### config.mk
export PLATFORM = sky130hd
export DESIGN_NAME = fmps_readout_arbiter
export DESIGN_NICKNAME = d
export VERILOG_FILES = /design/src/rtl/fmps_pkg.sv /design/src/rtl/fmps_read_pipe.sv /design/src/rtl/fmps_readout_arbiter.sv
export SDC_FILE = /design/constraint.sdc
export NUM_CORES = 1
export LEC_CHECK = 0
export CAP_MARGIN = 20
export CORE_ASPECT_RATIO = 1.5
export CORE_MARGIN = 2
export CORE_UTILIZATION = 43
export CTS_CLUSTER_DIAMETER = 80
export DETAILED_ROUTE_END_ITERATION = 7
export PLACE_DENSITY = 0.8
export SKIP_LAST_GASP = 1
export SLEW_MARGIN = 15
export SYNTH_ARGS = -nofsm -noshare
export SYNTH_HDL_FRONTEND = slang
export SYNTH_SLANG_ARGS = --single-unit
### constraint.sdc
create_clock -name sysClk -period 2.1 [get_ports sysClk]
set_input_delay 0.42 -clock sysClk [delete_from_list [all_inputs] [get_ports sysClk]]
set_output_delay 0.42 -clock sysClk [all_outputs]
set_load 0.005 [all_outputs]
### src/rtl/fmps_pkg.sv
// Shared definitions for the FMPS readout RAM arbitration logic:
// requester IDs, default geometry, counter width and small helpers.
package fmps_pkg;

  // Requester ID carried through the read pipeline.
  typedef logic fmps_req_id_t;

  localparam fmps_req_id_t FMPS_REQ_A = 1'b0;  // streaming readout engine
  localparam fmps_req_id_t FMPS_REQ_B = 1'b1;  // host CSR readback path

  // Default RAM address width (32 FMPS entries).
  localparam int FMPS_INDEX_WIDTH = 5;

  // Width of the contention counter.
  localparam int CONFLICT_COUNT_WIDTH = 16;

  // One slot of the read pipeline: a valid bit plus the owner of the read.
  typedef struct packed {
    logic         valid;
    fmps_req_id_t id;
  } fmps_pipe_stage_t;

  // Increment that sticks at all-ones instead of wrapping.
  function automatic logic [CONFLICT_COUNT_WIDTH-1:0] fmps_sat_inc(
    input logic [CONFLICT_COUNT_WIDTH-1:0] value
  );
    if (&value) begin
      return value;
    end
    return value + 1'b1;
  endfunction

endpackage

### src/rtl/fmps_read_pipe.sv
// Read return path for the FMPS readout RAM. Carries the valid bit and
// requester ID of each granted read across the address and data stages,
// then captures the RAM word into the owning requester's response register.
// The non-owning requester's data register keeps its previous value.
module fmps_read_pipe
  import fmps_pkg::*;
#(
  parameter int DATA_WIDTH = 32
) (
  input  logic                  sysClk,
  input  logic                  sysReset,
  input  logic                  issue_valid,  // read granted this cycle
  input  fmps_req_id_t          issue_id,     // owner of the granted read
  input  logic [DATA_WIDTH-1:0] mem_data,     // RAM word, aligned with stage 2
  output logic                  a_rsp_valid,
  output logic [DATA_WIDTH-1:0] a_rsp_data,
  output logic                  b_rsp_valid,
  output logic [DATA_WIDTH-1:0] b_rsp_data
);

  // stage1 lines up with the registered RAM address,
  // stage2 lines up with the RAM read data.
  fmps_pipe_stage_t stage1;
  fmps_pipe_stage_t stage2;

  logic a_hit;
  logic b_hit;

  // Decode which requester owns the word currently on mem_data.
  always_comb begin
    a_hit = stage2.valid && (stage2.id == FMPS_REQ_A);
    b_hit = stage2.valid && (stage2.id == FMPS_REQ_B);
  end

  // Valid/ID delay line; reset drops every read still in flight.
  always_ff @(posedge sysClk) begin
    if (sysReset) begin
      stage1 <= '0;
      stage2 <= '0;
    end else begin
      stage1.valid <= issue_valid;
      stage1.id    <= issue_id;
      stage2       <= stage1;
    end
  end

  // Response registers for requester A: pulse valid, capture data on hit.
  always_ff @(posedge sysClk) begin
    if (sysReset) begin
      a_rsp_valid <= 1'b0;
      a_rsp_data  <= '0;
    end else begin
      a_rsp_valid <= a_hit;
      if (a_hit) begin
        a_rsp_data <= mem_data;
      end
    end
  end

  // Response registers for requester B: pulse valid, capture data on hit.
  always_ff @(posedge sysClk) begin
    if (sysReset) begin
      b_rsp_valid <= 1'b0;
      b_rsp_data  <= '0;
    end else begin
      b_rsp_valid <= b_hit;
      if (b_hit) begin
        b_rsp_data <= mem_data;
      end
    end
  end

endmodule

### src/rtl/fmps_readout_arbiter.sv
// Shares the single read port of the FMPS readout RAM between the streaming
// readout engine (A) and the host CSR readback path (B). One read is granted
// per cycle with round-robin tie breaking; each returned word is routed back
// to the requester that issued it, three cycles after the grant.
//
// Handshake (both request ports): a request transfers in the cycle where
// xReqValid && xReqReady are both high. Once raised, xReqValid must stay high
// with xReqAddress stable until xReqReady is seen. xReqReady depends
// combinationally on both Valid inputs and the registered last_grant pointer,
// never on the responses. Responses carry no back-pressure: xRspValid is a
// one-cycle pulse and xRspData is held until the next response for that port.
module fmps_readout_arbiter
  import fmps_pkg::*;
#(
  parameter int INDEX_WIDTH = FMPS_INDEX_WIDTH,
  parameter int DATA_WIDTH  = 32
) (
  input  logic                            sysClk,
  input  logic                            sysReset,
  // Requester A: streaming readout engine
  input  logic                            aReqValid,
  input  logic [INDEX_WIDTH-1:0]          aReqAddress,
  output logic                            aReqReady,
  output logic                            aRspValid,
  output logic [DATA_WIDTH-1:0]           aRspData,
  // Requester B: host CSR readback path
  input  logic                            bReqValid,
  input  logic [INDEX_WIDTH-1:0]          bReqAddress,
  output logic                            bReqReady,
  output logic                            bRspValid,
  output logic [DATA_WIDTH-1:0]           bRspData,
  // RAM read port
  output logic [INDEX_WIDTH-1:0]          memAddress,
  input  logic [DATA_WIDTH-1:0]           memData,
  // Contention statistics
  output logic [CONFLICT_COUNT_WIDTH-1:0] conflictCount
);

  fmps_req_id_t           last_grant;     // owner of the most recent transfer
  logic                   a_grant;
  logic                   b_grant;
  logic                   any_grant;
  logic                   both_valid;
  fmps_req_id_t           grant_id;
  logic [INDEX_WIDTH-1:0] grant_address;

  // Round-robin grant: a lone requester always wins; on a tie the requester
  // that did not win last time goes. Nothing is granted while in reset.
  always_comb begin
    a_grant = 1'b0;
    b_grant = 1'b0;
    if (!sysReset) begin
      if (aReqValid && bReqValid) begin
        a_grant = (last_grant == FMPS_REQ_B);
        b_grant = (last_grant == FMPS_REQ_A);
      end else begin
        a_grant = aReqValid;
        b_grant = bReqValid;
      end
    end
  end

  // Select the owner and address of this cycle's transfer.
  always_comb begin
    both_valid    = aReqValid && bReqValid;
    any_grant     = a_grant || b_grant;
    grant_id      = b_grant ? FMPS_REQ_B : FMPS_REQ_A;
    grant_address = b_grant ? bReqAddress : aReqAddress;
  end

  assign aReqReady = a_grant;
  assign bReqReady = b_grant;

  // Round-robin pointer; starts at B so that A wins the first tie.
  always_ff @(posedge sysClk) begin
    if (sysReset) begin
      last_grant <= FMPS_REQ_B;
    end else if (any_grant) begin
      last_grant <= grant_id;
    end
  end

  // Registered RAM address; holds its value on idle cycles since the RAM
  // read has no side effects and needs no enable.
  always_ff @(posedge sysClk) begin
    if (sysReset) begin
      memAddress <= '0;
    end else if (any_grant) begin
      memAddress <= grant_address;
    end
  end

  // Count cycles with both requesters asking, sticking at all-ones.
  always_ff @(posedge sysClk) begin
    if (sysReset) begin
      conflictCount <= '0;
    end else if (both_valid) begin
      conflictCount <= fmps_sat_inc(conflictCount);
    end
  end

  fmps_read_pipe #(
    .DATA_WIDTH (DATA_WIDTH)
  ) u_read_pipe (
    .sysClk      (sysClk),
    .sysReset    (sysReset),
    .issue_valid (any_grant),
    .issue_id    (grant_id),
    .mem_data    (memData),
    .a_rsp_valid (aRspValid),
    .a_rsp_data  (aRspData),
    .b_rsp_valid (bRspValid),
    .b_rsp_data  (bRspData)
  );

endmodule

==> impl_metrics.yaml <==
timing:
  worst_pin_slew_ns: 0.510
  skew_ns: 0.00403
  whs_ns: 0.434
  setup_viol: 0
  relSlewSlack: 0.659
  fmaxAchievable_mhz: 508
  hold_viol: 0
  slew_violations: 0
  finalCritPeriodShare: 0.938
  min_period_ns: 1.97
  rsz0062_at_grt: "no"
  worst_slack_ns: 0.131
clocking:
  clkLatencyLatePin_ns: 0.33
  htreeDepth: 3
  root_buffer: "clkbuf_16"
  cts_setup_buffers: 0
  clockBufferDepth: 2
  clock_sinks: 92
  tritoncts: "yes"
  numCtsBuffers: 9
  clk_transition_reported_paths_ns: 0.06
grt:
  grt_max_degree: 50
  grt_usage: 0.208
  antenna_found_initial: 0
  first_global_vias: 3134
  grt_overflow_total: 0
  grt_pass1_wl_um: 14800
run:
  cap_violations: 0
route:
  drc_errors: 0
  dr.pass1.iters: 4
  wl_um: 9220
  routed_via_density: 5.03
  drtAntennaViolNets: 0
  drtIter0Drc: 174
  wl_per_cell_um: 13.7
  vias: 3392
cells_and_area:
  layout_common_cells: "nand2_1, clkdlybuf4s50_1, dfxtp_1"
  drive_gt1_frac: 0.0842
  layout.nets: 612
  antenna_cells: 0
  layout_commonest_cell: "nand2_1"
  area_growth_pct: 53.1
  nFillCells: 646
die:
  die_w_um: 77.5
  start_util: 0.438
  die-area_um2: 8850
  rows: 40
  die_h_um: 114
  top_level_ports: 135
  fp.coreArea_um2: 7960
critical_path:
  setup.worst_path.end_class: "output port"
  crit_type: "in -> out"
  critPathRequiredTime_ns: 1.68
  cp.arrival_ns: 1.55
  worstPathMaxFanout: 6
  cp-start-kind: "primary input"
synth:
  synthTopCellsByArea: "dfxtp_1, nand2_1, a21oi_1"
  synth_fp_nets: 476
  synth_seq_cells: 92
  mappedNetlistArea_um2: 3480
  yosysWarnings: 0
  yosys.area.top_type: "dfxtp_1"
  ys_seq_area_frac: 0.529
  yosysUniqueCellTypes: 32
  synth_area_per_cell_um2: 8.12
  netlist.area_leader.share: 0.529
  syn-instance-count: 429
power_and_ir_drop:
  p_int_uw: 3040
  switching_share: 0.210
  ir_drop_v: 0.000378
  seq_power_share: 0.473
  switchingPower_uw: 807
  p_clk_frac: 0.437
  power_density_nw_per_um2: 723
  power_leakage_uw: 0.00191
  pwr-share-comb: 0.089
worst_hold_path:
  hold_path.class: "reg -> reg"
place:
  dp_slack_ns: -0.288
  gp_congestion: 0.816
  place_hpwl_um: 6410
  io_buffers: 134
status:
  status: "finished clean"
cells in the mapped netlist:
library cell	number
and3_1	3
nor2b_1	10
ha_1	1
or4_1	4
or2_2	1
inv_1	2
and2_1	3
and4b_1	1
nand3b_1	1
a211oi_1	8
nand2_1	138
nor3b_1	1
nand2b_1	5
mux2i_1	7
nor3_1	3
nor4_1	2
nand3_1	7
or3_1	2
and4_1	1
nand4_2	1
a311oi_1	1
nor2_1	15
o31ai_1	2
mux2_2	5
buf_1	3
or4b_4	1
nand4_1	2
a21oi_1	74
clkbuf_1	26
dfxtp_1	92
and4_4	1
o21ai_0	6
critical path: stages:
cell	delay, ns
dlygate4sd2_1	0.28
buf_4	0.14
nand3b_1	0.10
inv_1	0.10
clkdlybuf4s50_1	0.51
final cells by class:
| type | instances | area (um^2) | area share |
|---|---|---|---|
| Clock inverter | 3 | 42.5 | 0.00798 |
| Clock buffer | 13 | 280 | 0.0526 |
| Inverter | 2 | 7.51 | 0.00141 |
| Multi-Input combinational cell | 306 | 1530 | 0.287 |
| Tap cell | 105 | 131 | 0.0246 |
| Timing Repair Buffer | 154 | 1500 | 0.281 |
| Sequential cell | 92 | 1840 | 0.346 |
power groups by stage:
| stage | clock, uW | sequential (uW) | combinational (uW) |
|---|---|---|---|
| 6_report | 1680 | 1820 | 344 |
| 5_1_grt | 1810 | 1830 | 373 |
| 4_1_cts | 1720 | 1820 | 347 |
| 3_5_place_dp | 0 | 1860 | 346 |
| 3_3_place_gp | 0 | 1860 | 340 |
| 2_1_floorplan | 0 | 1860 | 121 |
sequential cells by signal, summed over array words and instances, names as in the netlist:
| register | count |
|---|---|
| conflictCount | 16 |
| last_grant | 1 |
| memAddress | 5 |
| u_read_pipe.a_rsp_data | 32 |
| u_read_pipe.a_rsp_valid | 1 |
| u_read_pipe.b_rsp_data | 32 |
| u_read_pipe.b_rsp_valid | 1 |
| u_read_pipe.stage1 | 2 |
| u_read_pipe.stage2 | 2 |
through the flow:
stage	total power, uW	instances	TNS [ns]	util	cell area [um^2]
floorplan	1980	429	0	-	3480
global placement	2200	659	-0.862	0.629	5010
detailed placement	2210	659	-1.04	0.629	5010
CTS	3890	675	0	0.670	5330
global route	4010	675	0	0.670	5330
finish	3850	675	0	0.670	5330
final timing paths:
kind	startpoint	endpoint	slack, ns	depth (start not counted)
setup / recovery	bReqValid	bReqReady	0.13	5
hold / removal	u_read_pipe.stage1[1]$_SDFF_PP0_	u_read_pipe.stage2[1]$_SDFF_PP0_	0.43	1
hold reg to reg	u_read_pipe.stage1[1]$_SDFF_PP0_	u_read_pipe.stage2[1]$_SDFF_PP0_	0.43	1
setup reg to reg	conflictCount[5]$_SDFFE_PP0P_	conflictCount[15]$_SDFFE_PP0P_	0.25	4
timing repair:
| item | 4_1_cts | 5_1_grt |
|---|---|---|
| resized for setup | 4 | 0 |
| setup endpoints to repair | 2 | 0 |
| hold buffers | 0 | 0 |
cells by family (layout without fill, tap and decap cells):
family	after synthesis	count (layout)	share of synthesized area
compound gates	91	91	0.139
fa+ha+maj	1	1	0.00359
buf+inv	31	172	0.0334
flops	92	92	0.529
mux	12	12	0.0363
simple gates	202	202	0.259
routing by layer:
metal,track usage,share of wire,up-vias
met1,0.233,0.41,1573
met2,0.379,0.53,106
met3,0.0473,0.046,12
met5,0,0,-
li1,-,-,1701
met4,0.0833,0.014,0
Note: power is estimated with default switching activity, not from simulation.
